### src/rtl/rd53_pkg.sv
// Shared types and sizes for the rd53 serial vector loader.
// RD53_VEC_PARITY_EN adds the PAR state, which checks a trailing even-parity bit.
package rd53_pkg;

   localparam int VEC_W = 5;
   localparam int CNT_W = 8;
   localparam int IDX_W = 3;

`ifdef RD53_VEC_PARITY_EN
   typedef enum logic [1:0] {
      COLLECT = 2'd0,
      PAR     = 2'd1,
      HOLD    = 2'd2
   } state_t;
`else
   typedef enum logic [1:0] {
      COLLECT = 2'd0,
      HOLD    = 2'd2
   } state_t;
`endif

   // Even parity: the word bits and the parity bit together XOR to zero.
   function automatic logic even_par_ok(input logic [VEC_W-1:0] w, input logic p);
      return ~((^w) ^ p);
   endfunction

endpackage

### src/rtl/rd53_shift5.sv
// Five-bit collecting register with its bit-index counter.
// word shows the register contents with this cycle's incoming bit already merged in.
module rd53_shift5
   import rd53_pkg::*;
(
   input  logic             clk,
   input  logic             rst,
   input  logic             clr,
   input  logic             shift_en,
   input  logic             bit_in,
   output logic [VEC_W-1:0] word,
   output logic             last
);

   logic [IDX_W-1:0] idx;
   logic [VEC_W-1:0] sreg;

   always_comb begin
      word = sreg;
      if (shift_en) begin
         for (int i = 0; i < VEC_W; i++) begin
            if (idx == IDX_W'(i)) word[i] = bit_in;
         end
      end
   end

   assign last = (idx == IDX_W'(VEC_W - 1));

   // The index wraps after the last bit so the next word always starts at bit 0.
   always_ff @(posedge clk) begin
      if (rst) begin
         idx  <= '0;
         sreg <= '0;
      end else if (clr) begin
         idx  <= '0;
      end else if (shift_en) begin
         sreg <= word;
         idx  <= last ? '0 : idx + IDX_W'(1);
      end
   end

endmodule

### src/rtl/rd53_vec_loader.sv
// Serial-to-parallel loader feeding x0..x4 of the rd53 function stage.
// Define RD53_VEC_PARITY_EN to require a sixth, even-parity bit per word.
module rd53_vec_loader
   import rd53_pkg::*;
(
   input  logic             clk,
   input  logic             rst,
   input  logic             sin_valid,
   input  logic             sin_data,
   output logic             sin_ready,
   input  logic             sin_clr,
   output logic             x0,
   output logic             x1,
   output logic             x2,
   output logic             x3,
   output logic             x4,
   output logic             vec_valid,
   input  logic             vec_ready,
   output logic [CNT_W-1:0] vec_cnt,
   output logic             par_err
);

   state_t           state, nxt;
   logic             shift_en, clr_sh, load_x, cnt_inc, last;
   logic [VEC_W-1:0] word, xr;
`ifdef RD53_VEC_PARITY_EN
   logic             par_fail;
`endif

   rd53_shift5 u_shift (
      .clk      (clk),
      .rst      (rst),
      .clr      (clr_sh),
      .shift_en (shift_en),
      .bit_in   (sin_data),
      .word     (word),
      .last     (last)
   );

   always_ff @(posedge clk) begin
      if (rst) state <= COLLECT;
      else     state <= nxt;
   end

   always_comb begin
      nxt       = state;
      sin_ready = 1'b1;
      shift_en  = 1'b0;
      clr_sh    = 1'b0;
      load_x    = 1'b0;
      cnt_inc   = 1'b0;
`ifdef RD53_VEC_PARITY_EN
      par_fail  = 1'b0;
`endif
      case (state)
         COLLECT: begin
            if (sin_clr) begin
               clr_sh = 1'b1;
            end else if (sin_valid) begin
               shift_en = 1'b1;
               if (last) begin
`ifdef RD53_VEC_PARITY_EN
                  nxt = PAR;
`else
                  load_x = 1'b1;
                  nxt    = HOLD;
`endif
               end
            end
         end
`ifdef RD53_VEC_PARITY_EN
         // The register is full and frozen here; word equals the stored five bits.
         PAR: begin
            if (sin_clr) begin
               clr_sh = 1'b1;
               nxt    = COLLECT;
            end else if (sin_valid) begin
               if (even_par_ok(word, sin_data)) begin
                  load_x = 1'b1;
                  nxt    = HOLD;
               end else begin
                  par_fail = 1'b1;
                  clr_sh   = 1'b1;
                  nxt      = COLLECT;
               end
            end
         end
`endif
         HOLD: begin
            // A bit taken on the handshake cycle is bit 0 of the next word; sin_clr is ignored.
            sin_ready = vec_ready;
            if (vec_ready) begin
               cnt_inc  = 1'b1;
               shift_en = sin_valid;
               nxt      = COLLECT;
            end
         end
         default: nxt = COLLECT;
      endcase
   end

   always_ff @(posedge clk) begin
      if (rst) begin
         xr      <= '0;
         vec_cnt <= '0;
      end else begin
         if (load_x)  xr      <= word;
         if (cnt_inc) vec_cnt <= vec_cnt + CNT_W'(1);
      end
   end

`ifdef RD53_VEC_PARITY_EN
   always_ff @(posedge clk) begin
      if (rst) par_err <= 1'b0;
      else     par_err <= par_fail;
   end
`else
   assign par_err = 1'b0;
`endif

   assign vec_valid = (state == HOLD);
   assign x0 = xr[0];
   assign x1 = xr[1];
   assign x2 = xr[2];
   assign x3 = xr[3];
   assign x4 = xr[4];

endmodule

### config.mk
export PLATFORM = sky130hd
export DESIGN_NAME = rd53_vec_loader
export DESIGN_NICKNAME = d
export VERILOG_FILES = /design/src/rtl/rd53_pkg.sv /design/src/rtl/rd53_shift5.sv /design/src/rtl/rd53_vec_loader.sv
export SDC_FILE = /design/constraint.sdc
export NUM_CORES = 1
export LEC_CHECK = 0
export CORE_MARGIN = 3
export CORE_UTILIZATION = 53
export DETAILED_ROUTE_END_ITERATION = 10
export GPL_TIMING_DRIVEN = 0
export PLACE_DENSITY = 0.88
export SYNTH_ARGS = -nofsm -noshare
export SYNTH_HDL_FRONTEND = slang
export SYNTH_SLANG_ARGS = --single-unit
### constraint.sdc
create_clock -name clk -period 2.4 [get_ports clk]
set_input_delay 0.36 -clock clk [delete_from_list [all_inputs] [get_ports clk]]
set_output_delay 0.36 -clock clk [all_outputs]
set_load 0.02 [all_outputs]
# [Word-level counts from Yosys, hierarchy flattened]
# Index checks and enable logic that the tools add are counted.
[op_classes] muxes=25 eq_ne=9 reduce_logical=5 n_addsub=2 bitwise=1
[op_table] op="$mux 1" n=17
[op_table] op="$add 8x1->8 const B" n=1
[op_table] op="$mux 2" n=4
[op_table] op="$eq 3x2->1 const B" n=2
[op_table] op="$mux 5" n=1
[op_table] op="$ne 2x1->1 const B" n=2
[op_table] op="$ne 2x2->1 const B" n=2
[op_table] op="$pmux 2 s2" n=1
[op_table] op="$reduce_and 4->1" n=1
[op_table] op="$add 3x1->3 const B" n=1
[op_table] op="$eq 3x1->1 const B" n=1
[op_table] op="$eq 3x3->1 const B" n=1
[op_table] op="$logic_not 3->1" n=1
[op_table] op="$mux 3" n=1
[op_table] op="$eq 2x2->1 const B" n=1
[op_table] op="$logic_not 2->1" n=1
[op_table] op="$pmux 1 s2" n=1
[op_table] op="$reduce_and 2->1" n=1
[op_table] op="$reduce_or 2->1" n=1
[op_table] op="$not 1->1" n=1
[totals] out_inout_bits=16 register_bits=23 word_cells=47

# [Longest topological paths before layout]
# Gate-level depths: netlist of run 1.
[depth] word_depth=5 ltp_mapped=7

# [Hierarchy]
# Synthesis of run 1 repeated with hierarchy kept, for this count alone.
[hier_totals] cells_unflattened=123 hier_area_um2=1147.4
[modules_own_cells] module="rd53_vec_loader" cells_each=67 instances=1 area_each_um2=613.1
[modules_own_cells] module="rd53_shift5" cells_each=56 instances=1 area_each_um2=534.3

# [Worst setup path before layout of run 1]
# Ideal clock, no wire load.
[synth_path] kind="register to register" startpoint="register state[1]" endpoint="register vec_cnt[7]" setup_slack_ns=0.939 n_path_buf=1 stages_incl_launch_ff=5 t_required_ns=2.330 arrival_ns=1.390 period_less_slack_ns=1.461 cell_sequence="dfxtp_1 -> buf_2 -> nand4_4 -> or4_1 -> a21oi_1"
[synth_between] elab_chain_cells=2
[synth_lines] element="start: declaration" line="rd53_vec_loader.sv:23" text="state_t state, nxt;"
[synth_lines] element="start signal: assignment" line="rd53_vec_loader.sv:42" text="else state <= nxt;"
[synth_lines] element="$eq 2x2->1" line="rd53_vec_loader.sv:55" text="case (state)"
[synth_lines] element="$mux 1" line="rd53_vec_loader.sv:55"
[synth_lines] element="end signal: assignment" line="rd53_vec_loader.sv:108" text="if (cnt_inc) vec_cnt <= vec_cnt + CNT_W'(1);"
[synth_lines] element="end: declaration" line="rd53_vec_loader.sv:19" text="output logic [CNT_W-1:0] vec_cnt,"
# Every way passes these cells.
# A chain may end at the register's enable or synchronous reset.

# [Worst setup path in the final report of run 1]
[layout_path] startpoint="register state[1]" endpoint="output port sin_ready"
[layout_between] elab_chain_cells=2
[layout_lines] element="$eq 2x2->1" line="rd53_vec_loader.sv:55"
[layout_lines] element="$mux 1" line="rd53_vec_loader.sv:55"
[layout_lines] element="end: declaration" line="rd53_vec_loader.sv:10" text="output logic sin_ready,"
# Every way passes these cells.

==> results of run 1 <==
[synthesized netlist by cell type, drive strengths merged (2+ instances only)]
library cell / number
or3: 3
nand2b: 2
buf: 6
nand2: 5
o31ai: 6
nor2: 3
nor2b: 2
dfxtp: 21
a31o: 3
ha: 6
o21ai: 7
clkbuf: 3
and3b: 3
inv: 10
nand4: 7
nand3: 10
a21oi: 20
xor2: 2
or4: 2
[cells by family (layout without fill, tap and decap cells)]
kind of cell / after synthesis / in the layout
buf+inv: 19 / 43
xor+xnor: 2 / 2
fa+ha+maj: 6 / 6
compound gates: 39 / 39
simple gates: 40 / 40
flops: 21 / 21
other cells: 1 / 1
[worst register-to-register path: stages (launching register included)]
cell and delay (ns):
sky130_fd_sc_hd__dfxtp_1 0.45, sky130_fd_sc_hd__inv_1 0.09, sky130_fd_sc_hd__ha_1 0.27, sky130_fd_sc_hd__and3b_1 0.22, sky130_fd_sc_hd__a31o_2 0.25, sky130_fd_sc_hd__a21oi_1 0.16
[power breakdown]
part / leakage, nW / internal [mW] / switching [mW]
clock network: 0.0177 / 0.0624 / 0.120
registers: 0.169 / 0.350 / 0.00153
logic: 0.310 / 0.0156 / 0.0245
[layout by cell type (no fill, tap or decap)]
master	Yosys	final
sky130_fd_sc_hd__and3_1	1	1
sky130_fd_sc_hd__buf_2	4	4
sky130_fd_sc_hd__a311oi_1	1	1
sky130_fd_sc_hd__buf_6	1	1
sky130_fd_sc_hd__nand4_4	1	1
sky130_fd_sc_hd__o21ba_2	1	1
sky130_fd_sc_hd__conb_1	1	1
sky130_fd_sc_hd__nand3_1	9	9
sky130_fd_sc_hd__and3b_1	3	3
sky130_fd_sc_hd__nor2_1	3	3
sky130_fd_sc_hd__a21oi_1	20	20
sky130_fd_sc_hd__dfxtp_1	21	21
sky130_fd_sc_hd__inv_1	9	9
sky130_fd_sc_hd__and4b_1	1	1
sky130_fd_sc_hd__nand4b_1	1	1
sky130_fd_sc_hd__inv_2	1	1
sky130_fd_sc_hd__a31o_2	1	1
sky130_fd_sc_hd__dlymetal6s2s_1	0	2
sky130_fd_sc_hd__a21boi_0	1	1
sky130_fd_sc_hd__nand2_1	5	5
sky130_fd_sc_hd__ha_1	6	6
sky130_fd_sc_hd__nand3_2	1	1
sky130_fd_sc_hd__or4_1	2	2
sky130_fd_sc_hd__nor2b_1	2	2
sky130_fd_sc_hd__clkinv_2	0	1
sky130_fd_sc_hd__nand2b_1	2	2
sky130_fd_sc_hd__o31ai_1	6	6
sky130_fd_sc_hd__o21ai_0	7	7
sky130_fd_sc_hd__a31o_1	2	2
sky130_fd_sc_hd__nand4_1	6	6
sky130_fd_sc_hd__clkbuf_1	3	3
sky130_fd_sc_hd__xor2_1	2	2
sky130_fd_sc_hd__or3_1	3	3
sky130_fd_sc_hd__buf_4	1	1
sky130_fd_sc_hd__clkdlybuf4s50_1	0	18
sky130_fd_sc_hd__clkbuf_4	0	3
[final cells by class]
cell class / instances / share of cell area
sequential: 21 / 0.310
inverter: 10 / 0.0277
buffer: 9 / 0.0369
clock buffer: 3 / 0.0166
tap: 25 / 0.0231
multi-input combinational: 88 / 0.430
timing repair buffer: 20 / 0.151
clock inverter: 1 / 0.00369
[layer usage]
metal,track usage,share of wire,vias to the layer above
met3,0.0408,0.040,4
li1,-,-,508
met4,0.0917,0.016,0
met5,0,0,-
met1,0.264,0.45,454
met2,0.371,0.50,20
[flip-flops by register name, summed over array words and instances, names as in the netlist]
signal	flops
vec_cnt	8
xr	5
u_shift.sreg	4
u_shift.idx	3
state	1
[worst paths after layout]
| path | from | endpoint | slack [ns] |
|---|---|---|---|
| hold / removal | vec_ready | vec_cnt[1]$_SDFFE_PP0P_ | 0.46 |
| hold reg to reg | u_shift.sreg[0]$_SDFFE_PP0P_ | xr[0]$_SDFFE_PP0P_ | 0.48 |
| setup reg to reg | u_shift.idx[0]$_SDFFE_PP0P_ | u_shift.sreg[0]$_SDFFE_PP0P_ | 0.90 |
| setup / recovery | state[1]$_SDFFE_PP0P_ | sin_ready | 0.43 |
[repair_timing]
item,in CTS,in global routing
setup buffers,0,0
endpoints found under the hold margin,0,0
endpoints found under the setup margin,0,1
resized for setup,0,2
==> flow_summary.yaml, run 1 <==
timing:
  fin_worst_hold_slack_ns: 0.464
  maxClockFrequency_mhz: 507
  timing.final.setup_violations: 0
  timing_hold_violations_final: 0
  layout_setup_ws_ns: 0.428
  layout_min_cycle_time_ns: 1.97
  timing.final.crit_share: 0.822
  clock-skew-final_ns: 0.00393
  totalNegativeSetupSlack_ns: 0
  final_max_slew_viol_count: 0
  unrepaired_setup_endpoints_after_global_routing: "no"
routing:
  finalWirelength_mm: 2.42
  detail-route-antenna-nets: 0
  vias: 986
  post-route-drc-count: 0
  first_iter_violations: 23
  drt-vias-per-instance: 5.57
  routedWlPerCell_um: 13.7
  detailedRoute.firstPassIterationCount: 4
synth:
  netlist_instances: 128
  ys.warnings.count: 0
  ys_seq_area_frac: 0.385
  yosys.area.top_type_share: 0.385
  synth.lib_cells_used.distinct: 32
  synth_area_leaders: "sky130_fd_sc_hd__dfxtp_1 (39%), sky130_fd_sc_hd__a21oi_1 (9.2%), sky130_fd_sc_hd__ha_1 (6.9%), sky130_fd_sc_hd__nand3_1 (4.1%), sky130_fd_sc_hd__o31ai_1 (4.1%)"
  synth-edff-count: 0
  syn-cell-area_um2: 1090
  synth_compound_gate_area_share: 0.213
  post-synth-top-area-cell: "sky130_fd_sc_hd__dfxtp_1"
  synthXorXnorAreaFrac: 0.0161
  syn_nets: 140
  synth_fa_ha_area_frac: 0.0688
  synth_async_sr_flop_share: 0
  synth_top_family_by_area: "simple AND/OR/NAND/NOR gates"
  synth_simple_gate_area_share: 0.233
  syn-mean-instance-area_um2: 8.52
  post_synth_mux_area_share: 0
  synthFlopType: "sky130_fd_sc_hd__dfxtp_1"
  synth-seq-cells: 21
grt:
  grt_pass1_wl_mm: 4.33
  gr-total-overflow: 0
  groute.usage.overall: 0.217
  grt_start_max_net_pins: 13
  grt_pass1_vias: 991
  antenna_found_initial: 0
die:
  design.die.area_um2: 2640
  top_level_ports: 22
  start_util: 0.593
  die_w_um: 51.4
  dieHeight_um: 51.4
  floorplan.rows: 15
  core-area_um2: 1840
final_layout:
  multi_input_comb_area_um2: 583
  final_net_count: 165
  filler_cell_count: 150
  register_area_um2: 420
  finish.cell_count_without_fillers: 177
  n_antenna_cell: 0
  final_cell_area_um2: 1360
  area_delta_synth_final_pct: 24.2
  layout-drive-gt1-share: 0.0987
  utilization: 0.737
setup_path:
  cpPeakStageDelay_ns: 0.35
  critical_path_depth: 6
  family_of_cells_with_the_greatest_summed_delay_on_the_critical_path: "buffers and inverters"
  critical_path_arrival_ns: 1.61
  cp_num_buf_inv: 5
  critical_path.endpoint_type: "output port"
  timing_worst_setup_path_type: "reg -> out"
  worst_path_most_repeated_cell: "sky130_fd_sc_hd__buf_2"
  worstPathCellList: "buf_2 > nor2b_1 > buf_2 > inv_2 > buf_6 > dlymetal6s2s_1"
  r2r_cells: 5
  worst_setup_path_start_kind: "flop"
  crit_path_top_delay_cell: "sky130_fd_sc_hd__dfxtp_1"
  critPathRequiredTime_ns: 2.04
  worstPathMaxFanout: 10
cts:
  cts_tree: "yes"
  cts_max_path_buffers: 2
  ctsHtreeMaxLevel: 1
  root_buffer: "sky130_fd_sc_hd__clkbuf_4"
  holdBufCountCts: 0
  cts_made_buffers: 3
  cts.reportedPaths.clkPinSlew_ns: 0.13
  clock_latency_ns: 0.32
  cts_sinks: 21
pwr:
  vdd_ir_drop_max_mv: 0.215
  power_density_nw_per_um2: 424
  cellLeakagePower_nw: 0.497
  report.power.total_uw: 574
placement:
  place_area_um2: 1320
  detailedPlace.worstSlack_ns: 0.00965
  routabilityCongestion: 0.860
  dp.cells: 173
  dp.final_hpwl_mm: 1.79
  portBuffers: 20
job:
  maxCapViolCount: 0
worst_hold_path:
  holdCritPathClass: "in -> reg"
  min_delay_path_depth: 3
run_status:
  result_of_the_run: "complete, no violations"
Power figures use the tool's default switching activity.
==> run 2, diff against run 1 <==
--- a/config.mk
+++ b/config.mk
@@ -6,10 +6,10 @@
 export NUM_CORES = 1
 export LEC_CHECK = 0
 export CORE_MARGIN = 3
-export CORE_UTILIZATION = 53
+export CORE_UTILIZATION = 49
 export DETAILED_ROUTE_END_ITERATION = 10
 export GPL_TIMING_DRIVEN = 0
-export PLACE_DENSITY = 0.88
+export PLACE_DENSITY = 0.83
 export SYNTH_ARGS = -nofsm -noshare
 export SYNTH_HDL_FRONTEND = slang
 export SYNTH_SLANG_ARGS = --single-unit
==> constraint.sdc (replaced) <==
create_clock -name clk -period 1.9 [get_ports clk]
set_input_delay 0.285 -clock clk [delete_from_list [all_inputs] [get_ports clk]]
set_output_delay 0.285 -clock clk [all_outputs]
set_load 0.02 [all_outputs]
==> run 2 against run 1 <==
Final area up 1.1%; flip-flop and latch count unchanged; utilization down 6.6 points; register-to-register slack worse by 0.50 ns; worst hold slack better by 0.017 ns; largest power group unchanged.
==> flow_summary.yaml, run 2 (same netlist as run 1, synthesis figures left out) <==
setup_path:
  worst_path_most_repeated_cell: "sky130_fd_sc_hd__buf_6"
  critical_path_arrival_ns: 1.53
  timing_worst_setup_path_type: "reg -> out"
  worstPathMaxFanout: 10
  critPathRequiredTime_ns: 1.62
  r2r_cells: 4
  crit_start: "state[1]$_SDFFE_PP0P_"
  worst_setup_path_start_kind: "flop"
  reg2reg_from: "vec_cnt[0]$_SDFFE_PP0P_"
  cpPeakStageDelay_ns: 0.35
  crit_path_top_delay_cell: "sky130_fd_sc_hd__dfxtp_2"
  worst_setup_path_endpoint: "sin_ready"
  r2r_slack_ns: 0.40
  rr_endpoint: "vec_cnt[6]$_SDFFE_PP0P_"
  family_of_cells_with_the_greatest_summed_delay_on_the_critical_path: "buffers and inverters"
  critical_path.endpoint_type: "output port"
  worstPathCellList: "buf_6 > nor2b_1 > buf_4 > inv_2 > buf_6 > clkdlybuf4s15_2"
  cp_num_buf_inv: 5
  critical_path_depth: 6
timing:
  clock-skew-final_ns: 0.00527
  timing.final.setup_violations: 0
  final_max_slew_viol_count: 0
  layout_min_cycle_time_ns: 1.82
  timing_hold_violations_final: 0
  timing.final.crit_share: 0.956
  maxClockFrequency_mhz: 551
  unrepaired_setup_endpoints_after_global_routing: "no"
  layout_setup_ws_ns: 0.0839
cts:
  cts_tree: "yes"
  root_buffer: "sky130_fd_sc_hd__clkbuf_4"
  holdBufCountCts: 0
  clock_latency_ns: 0.31
  cts_max_path_buffers: 2
  ctsHtreeMaxLevel: 1
  cts.reportedPaths.clkPinSlew_ns: 0.12
  cts_made_buffers: 3
  cts_sinks: 21
pwr:
  power.share.sequential: 0.623
  cellLeakagePower_nw: 0.497
  power.switching_uw: 172
  power.switching_fraction: 0.242
  vdd_ir_drop_max_mv: 0.492
  power_report.internal_total_uw: 540
  combinational_group_share_of_total_power: 0.071
  share_of_total_power_in_the_clock_network: 0.306
  power_density_nw_per_um2: 520
placement:
  portBuffers: 20
  dp.final_hpwl_mm: 1.74
  detailedPlace.worstSlack_ns: -0.338
  routabilityCongestion: 0.858
final_layout:
  n_antenna_cell: 0
  multi_input_comb_area_um2: 583
  utilization: 0.671
  largest-register: "vec_cnt"
  final_net_count: 166
  mostFrequentLayoutCells: "sky130_fd_sc_hd__a21oi_1 (20), sky130_fd_sc_hd__dfxtp_1 (20), sky130_fd_sc_hd__clkdlybuf4s50_1 (18)"
  layout-drive-gt1-share: 0.118
  register_area_um2: 422
  area_delta_synth_final_pct: 25.6
  largest_register_ffs: 8
  reg.largest.list: "vec_cnt x8, xr x5, u_shift.sreg x4"
  filler_cell_count: 184
die:
  top_level_ports: 22
  core-area_um2: 2040
  start_util: 0.534
  die_w_um: 53.2
  dieHeight_um: 53.2
  design.die.area_um2: 2830
  floorplan.rows: 16
job:
  maxCapViolCount: 0
grt:
  grt_pass1_wl_mm: 3.97
  grt_start_max_net_pins: 13
  gr-total-overflow: 0
  grt_pass1_vias: 953
  antenna_found_initial: 0
  groute.usage.overall: 0.187
run_status:
  result_of_the_run: "complete, no violations"
routing:
  vias: 990
  detail-route-antenna-nets: 0
  post-route-drc-count: 0
  finalWirelength_mm: 2.36
  first_iter_violations: 27
  detailedRoute.firstPassIterationCount: 4
  drt-vias-per-instance: 5.50
  routedWlPerCell_um: 13.1
worst_hold_path:
  holdCritPathClass: "reg -> reg"
## run 2: cell type report
cell class / count / area share
timing repair buffer: 21 / 0.152
tap: 27 / 0.0247
clock buffer: 3 / 0.0164
clock inverter: 1 / 0.00365
buffer: 9 / 0.0429
multi-input combinational: 88 / 0.426
inverter: 10 / 0.0274
sequential: 21 / 0.308
## run 2: worst min-delay path by stage
stage                                        end                    startpoint  slack (ns)  depth (start not counted)
CTS                           xr[0]$_SDFFE_PP0P_            xr[0]$_SDFFE_PP0P_        0.49                          2
global route        u_shift.sreg[3]$_SDFFE_PP0P_  u_shift.sreg[3]$_SDFFE_PP0P_        0.50                          2
finish                        xr[0]$_SDFFE_PP0P_            xr[0]$_SDFFE_PP0P_        0.48                          2
detailed placement            xr[0]$_SDFFE_PP0P_            xr[0]$_SDFFE_PP0P_        0.47                          2
global placement         vec_cnt[7]$_SDFFE_PP0P_       vec_cnt[7]$_SDFFE_PP0P_        0.46                          2
floorplan           u_shift.sreg[0]$_SDFFE_PP0P_                      sin_data        0.43                          2
## run 2: power by group through the flow
| stage | clock network [mW] | logic (mW) | registers (mW) |
|---|---|---|---|
| global placement | 0 | 0.0485 | 0.454 |
| floorplan | 0 | 0.0280 | 0.453 |
| CTS | 0.222 | 0.0496 | 0.444 |
| finish | 0.218 | 0.0503 | 0.444 |
| global route | 0.238 | 0.0561 | 0.444 |
| detailed placement | 0 | 0.0503 | 0.454 |
## run 2: worst register-to-register path: cells and delay by family, from the launching register on
family	cells	cell delay [ns]
AO/OA/AOI/OAI	1	0.16
adder cells (fa/ha/maj)	1	0.22
buffers and inverters	1	0.08
flip-flops	1	0.47
AND/OR/NAND/NOR	1	0.51
## run 2: what timing repair did
| item | in CTS | in global routing |
|---|---|---|
| setup endpoints to repair | 1 | 1 |
| gates resized for setup | 6 | 2 |
| buffers inserted | 0 | 1 |
## run 2: stage by stage
step	setup TNS (ns)	power, mW	cells	hold WS (ns)	cell area, µm²
finish	0	0.713	180	0.481	1370
global route	0	0.739	180	0.505	1370
CTS	0	0.716	179	0.485	1360
detailed placement	-0.338	0.504	175	0.468	1330
global placement	-0.317	0.502	175	0.460	1330
floorplan	0	0.481	128	0.435	1090
## run 2: per-layer routing
metal  global-route usage  vias up  wire (µm)
li1                     -      513          -
met1                0.220      453       1070
met2                0.324       24       1180
met3               0.0676        0        114
met4               0.0383        0          0
met5                    0        -          0
